## config.mk

```make
export PLATFORM = sky130hd
export DESIGN_NAME = amm_port_arbiter_flat
export DESIGN_NICKNAME = d
export VERILOG_FILES = /design/src/rtl/amm_port_arbiter_if.sv /design/src/rtl/amm_port_arbiter.sv /design/src/flat_wrapper.sv
export SDC_FILE = /design/constraint.sdc
export NUM_CORES = 1
export LEC_CHECK = 0
export CAP_MARGIN = 20
export CELL_PAD_IN_SITES_DETAIL_PLACEMENT = 1
export CELL_PAD_IN_SITES_GLOBAL_PLACEMENT = 1
export CORE_AREA = 2 2 316 318
export CTS_CLUSTER_DIAMETER = 40
export DETAILED_ROUTE_END_ITERATION = 7
export DIE_AREA = 0 0 318 320
export PLACE_DENSITY_LB_ADDON = 0.1
export SLEW_MARGIN = 30
export SYNTH_ARGS = -nofsm -noshare
export SYNTH_HDL_FRONTEND = slang
export SYNTH_SLANG_ARGS = --single-unit
```

## constraint.sdc

```tcl
create_clock -name clk_i -period 8.4 [get_ports clk_i]
set_clock_uncertainty 0.05 [all_clocks]
set_input_delay 1.26 -clock clk_i [delete_from_list [all_inputs] [get_ports clk_i]]
set_output_delay 1.26 -clock clk_i [all_outputs]
set_load 0.03 [all_outputs]
```

## src/rtl/amm_port_arbiter_if.sv

```systemverilog
// Bus bundle between the two command sources, the arbiter and the AMM slave.
// The slave modport is the arbiter's view; master is the environment driving it.
interface amm_port_arbiter_if #(
    parameter int ADDR_W  = 28,
    parameter int DATA_W  = 128,
    parameter int BURST_W = 11
);
    localparam int BE_W = DATA_W / 8;

    logic [1:0]              rq_valid_i;
    logic [1:0]              rq_ready_o;
    logic [1:0]              rq_write_i;
    logic [1:0][ADDR_W-1:0]  rq_address_i;
    logic [1:0][BURST_W-1:0] rq_burstcount_i;
    logic [1:0][DATA_W-1:0]  rq_writedata_i;
    logic [1:0][BE_W-1:0]    rq_byteenable_i;
    logic [1:0]              rsp_valid_o;
    logic [DATA_W-1:0]       rsp_data_o;
    logic [ADDR_W-1:0]       amm_address_o;
    logic                    amm_read_o;
    logic                    amm_write_o;
    logic [BURST_W-1:0]      amm_burstcount_o;
    logic [DATA_W-1:0]       amm_writedata_o;
    logic [BE_W-1:0]         amm_byteenable_o;
    logic                    amm_waitrequest_i;
    logic [DATA_W-1:0]       amm_readdata_i;
    logic                    amm_readdatavalid_i;

    modport slave (
        input  rq_valid_i, rq_write_i, rq_address_i, rq_burstcount_i,
        input  rq_writedata_i, rq_byteenable_i,
        input  amm_waitrequest_i, amm_readdata_i, amm_readdatavalid_i,
        output rq_ready_o, rsp_valid_o, rsp_data_o,
        output amm_address_o, amm_read_o, amm_write_o, amm_burstcount_o,
        output amm_writedata_o, amm_byteenable_o
    );

    modport master (
        output rq_valid_i, rq_write_i, rq_address_i, rq_burstcount_i,
        output rq_writedata_i, rq_byteenable_i,
        output amm_waitrequest_i, amm_readdata_i, amm_readdatavalid_i,
        input  rq_ready_o, rsp_valid_o, rsp_data_o,
        input  amm_address_o, amm_read_o, amm_write_o, amm_burstcount_o,
        input  amm_writedata_o, amm_byteenable_o
    );
endinterface

```

## src/rtl/amm_port_arbiter.sv

```systemverilog
// Two-requester Avalon-MM arbiter: burst-granular grants, write-burst locking,
// and a tag FIFO that routes each returning read beat to the requester that issued it.
module amm_port_arbiter #(
    parameter int ADDR_W        = 28,
    parameter int DATA_W        = 128,
    parameter int BURST_W       = 11,
    parameter int RD_FIFO_DEPTH = 16,
    parameter int FIXED_PRIO    = 0
) (
    input  logic              clk_i,
    input  logic              rst_i,
    amm_port_arbiter_if.slave bus,
    output logic              busy_o,
    output logic              orphan_err_o
);
    localparam int PTR_W = $clog2(RD_FIFO_DEPTH);
    localparam int BE_W  = DATA_W / 8;
    localparam logic [BURST_W-1:0] ONE_C = {{(BURST_W-1){1'b0}}, 1'b1};

    typedef enum logic [1:0] {
        ST_IDLE     = 2'd0,
        ST_GRANT    = 2'd1,
        ST_WR_BURST = 2'd2
    } state_t;

    // A burstcount of zero is handled as a single beat.
    function automatic logic [BURST_W-1:0] eff_len(input logic [BURST_W-1:0] bc);
        return (bc == {BURST_W{1'b0}}) ? ONE_C : bc;
    endfunction

    state_t             r_state;
    state_t             w_next_state;
    logic               r_owner;
    logic               w_owner_next;
    logic               r_rr_ptr;
    logic [BURST_W-1:0] r_wr_left;
    logic [ADDR_W-1:0]  r_wr_addr;
    logic [BURST_W-1:0] r_wr_bc;

    logic               r_fifo_id  [RD_FIFO_DEPTH];
    logic [BURST_W-1:0] r_fifo_len [RD_FIFO_DEPTH];
    logic [PTR_W:0]     r_wr_ptr;
    logic [PTR_W:0]     r_rd_ptr;
    logic [BURST_W-1:0] r_rd_left;
    logic               r_rd_active;
    logic [1:0]         r_rsp_valid;
    logic [DATA_W-1:0]  r_rsp_data;
    logic               r_orphan;

    logic               w_fifo_empty;
    logic               w_fifo_full;
    logic               w_push;
    logic               w_pop;
    logic               w_load_wr;
    logic               w_wr_dec;
    logic               w_head_id;
    logic [BURST_W-1:0] w_head_len;
    logic [BURST_W-1:0] w_rd_len;
    logic [BURST_W-1:0] w_owner_len;
    logic [1:0]         w_ready;
    logic               w_amm_read;
    logic               w_amm_write;
    logic [ADDR_W-1:0]  w_amm_addr;
    logic [BURST_W-1:0] w_amm_bc;
    logic [DATA_W-1:0]  w_amm_wd;
    logic [BE_W-1:0]    w_amm_be;

    assign w_fifo_empty = (r_wr_ptr == r_rd_ptr);
    assign w_fifo_full  = (r_wr_ptr[PTR_W] != r_rd_ptr[PTR_W]) &&
                          (r_wr_ptr[PTR_W-1:0] == r_rd_ptr[PTR_W-1:0]);
    assign w_head_id    = r_fifo_id[r_rd_ptr[PTR_W-1:0]];
    assign w_head_len   = r_fifo_len[r_rd_ptr[PTR_W-1:0]];
    assign w_rd_len     = r_rd_active ? r_rd_left : w_head_len;
    assign w_pop        = bus.amm_readdatavalid_i && !w_fifo_empty && (w_rd_len == ONE_C);
    assign w_owner_len  = eff_len(bus.rq_burstcount_i[r_owner]);

    // Arbitration and owner-to-AMM request steering.
    always_comb begin
        w_next_state = r_state;
        w_owner_next = r_owner;
        w_ready      = 2'b00;
        w_amm_read   = 1'b0;
        w_amm_write  = 1'b0;
        w_amm_addr   = {ADDR_W{1'b0}};
        w_amm_bc     = {BURST_W{1'b0}};
        w_amm_wd     = {DATA_W{1'b0}};
        w_amm_be     = {BE_W{1'b0}};
        w_push       = 1'b0;
        w_load_wr    = 1'b0;
        w_wr_dec     = 1'b0;
        case (r_state)
            ST_IDLE: begin
                if (bus.rq_valid_i != 2'b00) begin
                    w_next_state = ST_GRANT;
                    if (bus.rq_valid_i == 2'b11) begin
                        w_owner_next = (FIXED_PRIO != 0) ? 1'b0 : r_rr_ptr;
                    end else begin
                        w_owner_next = bus.rq_valid_i[1];
                    end
                end else begin
                    w_next_state = ST_IDLE;
                end
            end
            ST_GRANT: begin
                w_amm_addr = bus.rq_address_i[r_owner];
                w_amm_bc   = bus.rq_burstcount_i[r_owner];
                w_amm_wd   = bus.rq_writedata_i[r_owner];
                w_amm_be   = bus.rq_byteenable_i[r_owner];
                if (bus.rq_write_i[r_owner]) begin
                    w_amm_write      = bus.rq_valid_i[r_owner];
                    w_ready[r_owner] = !bus.amm_waitrequest_i;
                    if (bus.rq_valid_i[r_owner] && !bus.amm_waitrequest_i) begin
                        w_load_wr    = 1'b1;
                        w_next_state = (w_owner_len == ONE_C) ? ST_IDLE : ST_WR_BURST;
                    end else begin
                        w_next_state = ST_GRANT;
                    end
                end else begin
                    // A full tag FIFO holds the read off the bus entirely.
                    w_amm_read       = bus.rq_valid_i[r_owner] && !w_fifo_full;
                    w_ready[r_owner] = !bus.amm_waitrequest_i && !w_fifo_full;
                    if (w_amm_read && !bus.amm_waitrequest_i) begin
                        w_push       = 1'b1;
                        w_next_state = ST_IDLE;
                    end else begin
                        w_next_state = ST_GRANT;
                    end
                end
            end
            ST_WR_BURST: begin
                w_amm_addr       = r_wr_addr;
                w_amm_bc         = r_wr_bc;
                w_amm_wd         = bus.rq_writedata_i[r_owner];
                w_amm_be         = bus.rq_byteenable_i[r_owner];
                w_amm_write      = bus.rq_valid_i[r_owner];
                w_ready[r_owner] = !bus.amm_waitrequest_i;
                if (bus.rq_valid_i[r_owner] && !bus.amm_waitrequest_i) begin
                    w_wr_dec     = 1'b1;
                    w_next_state = (r_wr_left == ONE_C) ? ST_IDLE : ST_WR_BURST;
                end else begin
                    w_next_state = ST_WR_BURST;
                end
            end
            default: begin
                w_next_state = ST_IDLE;
            end
        endcase
    end

    // State, owner, round-robin pointer and write-burst bookkeeping.
    always_ff @(posedge clk_i or posedge rst_i) begin
        if (rst_i) begin
            r_state   <= ST_IDLE;
            r_owner   <= 1'b0;
            r_rr_ptr  <= 1'b0;
            r_wr_left <= {BURST_W{1'b0}};
            r_wr_addr <= {ADDR_W{1'b0}};
            r_wr_bc   <= {BURST_W{1'b0}};
        end else begin
            r_state <= w_next_state;
            r_owner <= w_owner_next;
            if ((r_state != ST_IDLE) && (w_next_state == ST_IDLE)) begin
                r_rr_ptr <= ~r_owner;
            end
            if (w_load_wr) begin
                r_wr_left <= w_owner_len - ONE_C;
                r_wr_addr <= bus.rq_address_i[r_owner];
                r_wr_bc   <= bus.rq_burstcount_i[r_owner];
            end else if (w_wr_dec) begin
                r_wr_left <= r_wr_left - ONE_C;
            end
        end
    end

    // Tag storage; entries are only read while the pointers say they are valid.
    always_ff @(posedge clk_i) begin
        if (w_push) begin
            r_fifo_id[r_wr_ptr[PTR_W-1:0]]  <= r_owner;
            r_fifo_len[r_wr_ptr[PTR_W-1:0]] <= w_owner_len;
        end
    end

    // Tag pointers, read-beat routing and orphan detection.
    always_ff @(posedge clk_i or posedge rst_i) begin
        if (rst_i) begin
            r_wr_ptr    <= {(PTR_W+1){1'b0}};
            r_rd_ptr    <= {(PTR_W+1){1'b0}};
            r_rd_left   <= {BURST_W{1'b0}};
            r_rd_active <= 1'b0;
            r_rsp_valid <= 2'b00;
            r_rsp_data  <= {DATA_W{1'b0}};
            r_orphan    <= 1'b0;
        end else begin
            r_rsp_valid <= 2'b00;
            if (w_push) begin
                r_wr_ptr <= r_wr_ptr + {{PTR_W{1'b0}}, 1'b1};
            end
            if (bus.amm_readdatavalid_i && !w_fifo_empty) begin
                r_rsp_valid[w_head_id] <= 1'b1;
                r_rsp_data             <= bus.amm_readdata_i;
                if (w_pop) begin
                    r_rd_ptr    <= r_rd_ptr + {{PTR_W{1'b0}}, 1'b1};
                    r_rd_active <= 1'b0;
                end else begin
                    r_rd_left   <= w_rd_len - ONE_C;
                    r_rd_active <= 1'b1;
                end
            end else if (bus.amm_readdatavalid_i) begin
                r_orphan <= 1'b1;
            end
        end
    end

    assign bus.rq_ready_o       = w_ready;
    assign bus.amm_read_o       = w_amm_read;
    assign bus.amm_write_o      = w_amm_write;
    assign bus.amm_address_o    = w_amm_addr;
    assign bus.amm_burstcount_o = w_amm_bc;
    assign bus.amm_writedata_o  = w_amm_wd;
    assign bus.amm_byteenable_o = w_amm_be;
    assign bus.rsp_valid_o      = r_rsp_valid;
    assign bus.rsp_data_o       = r_rsp_data;
    assign busy_o               = (r_state != ST_IDLE) || !w_fifo_empty;
    assign orphan_err_o         = r_orphan;
endmodule

```

## src/flat_wrapper.sv

```systemverilog
// flat-port wrapper written by rule: the top's interface ports become plain ports
module amm_port_arbiter_flat 
#(
    parameter int ADDR_W        = 28,
    parameter int DATA_W        = 128,
    parameter int BURST_W       = 11,
    parameter int RD_FIFO_DEPTH = 16,
    parameter int FIXED_PRIO    = 0
)
  (clk_i, rst_i, busy_o, orphan_err_o, bus_rq_valid_i, bus_rq_write_i, bus_rq_address_i, bus_rq_burstcount_i, bus_rq_writedata_i, bus_rq_byteenable_i, bus_amm_waitrequest_i, bus_amm_readdata_i, bus_amm_readdatavalid_i, bus_rq_ready_o, bus_rsp_valid_o, bus_rsp_data_o, bus_amm_address_o, bus_amm_read_o, bus_amm_write_o, bus_amm_burstcount_o, bus_amm_writedata_o, bus_amm_byteenable_o);
  amm_port_arbiter_if #(.ADDR_W(ADDR_W), .DATA_W(DATA_W), .BURST_W(BURST_W)) bus_i ();
  input  logic clk_i;
  input  logic rst_i;
  output logic busy_o;
  output logic orphan_err_o;
  input wire logic [$bits(bus_i.rq_valid_i)-1:0] bus_rq_valid_i;
  input wire logic [$bits(bus_i.rq_write_i)-1:0] bus_rq_write_i;
  input wire logic [$bits(bus_i.rq_address_i)-1:0] bus_rq_address_i;
  input wire logic [$bits(bus_i.rq_burstcount_i)-1:0] bus_rq_burstcount_i;
  input wire logic [$bits(bus_i.rq_writedata_i)-1:0] bus_rq_writedata_i;
  input wire logic [$bits(bus_i.rq_byteenable_i)-1:0] bus_rq_byteenable_i;
  input wire logic [$bits(bus_i.amm_waitrequest_i)-1:0] bus_amm_waitrequest_i;
  input wire logic [$bits(bus_i.amm_readdata_i)-1:0] bus_amm_readdata_i;
  input wire logic [$bits(bus_i.amm_readdatavalid_i)-1:0] bus_amm_readdatavalid_i;
  output wire logic [$bits(bus_i.rq_ready_o)-1:0] bus_rq_ready_o;
  output wire logic [$bits(bus_i.rsp_valid_o)-1:0] bus_rsp_valid_o;
  output wire logic [$bits(bus_i.rsp_data_o)-1:0] bus_rsp_data_o;
  output wire logic [$bits(bus_i.amm_address_o)-1:0] bus_amm_address_o;
  output wire logic [$bits(bus_i.amm_read_o)-1:0] bus_amm_read_o;
  output wire logic [$bits(bus_i.amm_write_o)-1:0] bus_amm_write_o;
  output wire logic [$bits(bus_i.amm_burstcount_o)-1:0] bus_amm_burstcount_o;
  output wire logic [$bits(bus_i.amm_writedata_o)-1:0] bus_amm_writedata_o;
  output wire logic [$bits(bus_i.amm_byteenable_o)-1:0] bus_amm_byteenable_o;
  assign bus_i.rq_valid_i = bus_rq_valid_i;
  assign bus_i.rq_write_i = bus_rq_write_i;
  assign bus_i.rq_address_i = bus_rq_address_i;
  assign bus_i.rq_burstcount_i = bus_rq_burstcount_i;
  assign bus_i.rq_writedata_i = bus_rq_writedata_i;
  assign bus_i.rq_byteenable_i = bus_rq_byteenable_i;
  assign bus_i.amm_waitrequest_i = bus_amm_waitrequest_i;
  assign bus_i.amm_readdata_i = bus_amm_readdata_i;
  assign bus_i.amm_readdatavalid_i = bus_amm_readdatavalid_i;
  assign bus_rq_ready_o = bus_i.rq_ready_o;
  assign bus_rsp_valid_o = bus_i.rsp_valid_o;
  assign bus_rsp_data_o = bus_i.rsp_data_o;
  assign bus_amm_address_o = bus_i.amm_address_o;
  assign bus_amm_read_o = bus_i.amm_read_o;
  assign bus_amm_write_o = bus_i.amm_write_o;
  assign bus_amm_burstcount_o = bus_i.amm_burstcount_o;
  assign bus_amm_writedata_o = bus_i.amm_writedata_o;
  assign bus_amm_byteenable_o = bus_i.amm_byteenable_o;
  amm_port_arbiter #(.ADDR_W(ADDR_W), .DATA_W(DATA_W), .BURST_W(BURST_W), .RD_FIFO_DEPTH(RD_FIFO_DEPTH), .FIXED_PRIO(FIXED_PRIO)) u_core (.clk_i(clk_i), .rst_i(rst_i), .bus(bus_i), .busy_o(busy_o), .orphan_err_o(orphan_err_o));
endmodule
```

==> impl_metrics.tcl <==
set metrics [dict create \
    worst_slew_pin_slew_ns 1.21 \
    drv_cap 0 \
    slowest_stage "dfrtp_4" \
    r2r_cells 12 \
    synth_edf_count 192 \
    cts_root_buf "clkbuf_16" \
    worst-path-max-fanout 40 \
    layout-drive-gt1-share 0.109 \
    ys.flop_type "dfrtp_1" \
    antenna_found_initial 77 \
    dp_hpwl_mm 97.1 \
    synth_area_leaders "edfxtp_1, dfrtp_1, nand2_1" \
    crit_chain "buf_4, mux2i_1, inv_1, a22oi_1, nor2_1, clkdlybuf4s50_1" \
    rsz0062_at_grt "no" \
    grt_pass1_vias 18700 \
    multi_input_area_um2 8090 \
    clk_pin_slew_ns 0.05 \
    cts_buffers 91 \
    min_to "u_core.orphan_err_o" \
    final_common_cell "clkdlybuf4s50_1" \
    hold_viol 0 \
    yosysSeqAreaShare 0.562 \
    yosys_warnings 0 \
    syn_avg_cell_area_um2 10.7 \
    hold_class "reg -> reg" \
    regArea_um2 11000 \
    start_util 0.199 \
    synthArstFlopShare 0.519 \
    pin_count 821 \
    cts_hold_buffers 0 \
    hold_depth 1 \
    fp.dieW_um 318 \
    final_cell_mix "clkdlybuf4s50_1, nand2_1, dfrtp_1" \
    finalWirelength_mm 122 \
    dieArea_um2 102000 \
    cts_buffer_depth 3 \
    postSynthCellCount 1817 \
    ys_ff_latch 399 \
    status "complete, no violations" \
    clock.fmax_mhz 182 \
    vias 17600 \
    grt_overflow 0 \
    ys_types 73 \
    period_needed_ns 5.50 \
    holdCritStartpoint "u_core.orphan_err_o" \
    slew_headroom 0.168 \
    p_int_mw 7.37 \
    placed_cells 3833 \
    cp-start-kind "flip-flop" \
    utilization 0.331 \
    setup_viol 0 \
    p_comb_frac 0.504 \
    clk_latency_ns 0.65 \
    worstReg2RegEnd "u_core.r_wr_left[10]" \
    fp-row-count 115 \
    cp_data_arrival_time_ns 4.19 \
    syn2layout_area_growth_pct 66.3 \
    htree_levels 3 \
    syn_area_um2 19500 \
    period_share 0.654 \
    gp_congestion 0.921 \
    worstSetupPathType "reg -> out" \
    n_fill_cell 10700 \
    cts_sinks 399 \
    cp_data_required_time_ns 7.09 \
    netlist.top_cell.by_area "edfxtp_1" \
    critPathCaptureType "output pin" \
    cts_resized 0 \
    cp_slowest_stage_delay_ns 0.86 \
    syn_nets 2334 \
    reg2reg_slack_ns 3.80 \
    hold_slack_ns 0.409 \
    p_sw_mw 5.88 \
    rr_startpoint "u_core.r_owner" \
    p_seq_frac 0.219 \
    synth.top_cell.area_share 0.296 \
    wl_per_cell_um 30.6 \
    powerDensity_nw_per_um2 409 \
    drcViolationCount 0 \
    grt_pass1_wl_mm 163 \
    peakVddDrop_uv 268 \
    port_buffers 820 \
    p_leak_nw 12.9 \
    grt_use_total 0.234 \
    setup_tns_ns 0 \
    slew_violations 0 \
    design.core.area_um2 98000 \
    ant_nets 0 \
    fin_nets 3156 \
    grt_max_degree 119 \
    cts_tree "done" \
    drt_iter0_markers 1079 \
    fin_cells 4008 \
    cts_setup_buffers 0 \
    drt_first_pass_iters 5 \
    viasPerCell 4.40 \
    p_clk_frac 0.276 \
    p_sw_frac 0.444 \
    die_height_um 320 \
]
-- power by group through the flow --
stage                     sequential (mW)  combinational, mW  clock [mW]
after global routing                 2.97               7.09        3.84
after global placement               2.91               6.73           0
after floorplan                      3.37               3.10           0
final                                2.90               6.68        3.66
after CTS                            2.91               6.80        3.74
after detailed placement             2.93               6.76           0
-- critical path, delay by kind of cell, from the launching register on --
family | cells | cell delay (ns)
buffers and inverters | 3 | 1.72
flip-flops | 1 | 0.86
AO/OA/AOI/OAI | 1 | 0.27
multiplexers | 1 | 0.56
AND/OR/NAND/NOR | 1 | 0.07
-- how the worst max path moves through the flow --
stage                                 start                        to  depth (start not counted)
detailed placement  bus_rq_burstcount_i[13]      u_core.r_wr_left[10]                         13
global route                 u_core.r_owner   bus_amm_burstcount_o[6]                          6
CTS                          u_core.r_owner  bus_amm_burstcount_o[10]                          6
global placement    bus_rq_burstcount_i[13]      u_core.r_wr_left[10]                         13
floorplan                             rst_i  u_core.bus.rsp_data_o[0]                          1
finish                       u_core.r_owner   bus_amm_burstcount_o[6]                          6
-- sequential cells by signal, indices dropped and copies added, names as in the netlist --
name	cells
u_core.r_wr_addr	28
u_core.r_wr_bc	11
u_core.orphan_err_o	1
u_core.r_rr_ptr	1
u_core.r_rd_ptr	5
u_core.r_owner	1
u_core.r_fifo_id	16
u_core.r_fifo_len	176
u_core.r_wr_ptr	5
u_core.bus.rsp_valid_o	2
u_core.bus.rsp_data_o	128
u_core.r_state	2
u_core.r_rd_left	11
u_core.r_rd_active	1
u_core.r_wr_left	11
-- per-stage QoR --
stage	cell area (um^2)	worst slack, ns	total power [mW]
final	32400	2.90	13.3
after global routing	32400	2.58	13.9
after CTS	32400	2.76	13.5
after detailed placement	29200	3.35	9.70
after global placement	29100	3.20	9.65
after floorplan	19500	1.44	6.47
-- metal layers --
metal  track usage  part of all wire  up-vias
met4        0.0447             0.019        8
met3        0.0628             0.064      207
met5             0           0.00042        -
li1              -                 -     7989
met2         0.428              0.52      703
met1         0.274              0.40     8719
-- cells in the mapped netlist (15+ instances only) --
master and n:
buf_1 22, o21ai_0 56, mux2i_1 179, mux4_2 33, mux2_2 38, clkbuf_1 75, edfxtp_1 192, nor2_1 200
nand2_1 506, ha_1 15, nand3_1 16, inv_1 28, dfrtp_1 207, a21oi_1 52, xnor2_1 22
-- area by class of cell --
class | count | area share
inverters | 30 | 0.00394
clock inverters | 60 | 0.0239
flip-flops and latches | 399 | 0.338
multi-input cells | 1274 | 0.250
clock buffers | 108 | 0.0741
diodes | 7 | 0.000541
well taps | 1287 | 0.0497
repair buffers | 843 | 0.260
-- logic make-up after synthesis --
logic type | count (synthesis) | share of synthesized area
AO/OA/AOI/OAI | 182 | 0.0628
AND/OR/NAND/NOR | 789 | 0.163
buffers and inverters | 144 | 0.0304
adder cells (fa/ha/maj) | 15 | 0.00964
XOR/XNOR | 27 | 0.0121
multiplexers | 261 | 0.160
flip-flops | 399 | 0.562
(Power assumes the default switching activity.)
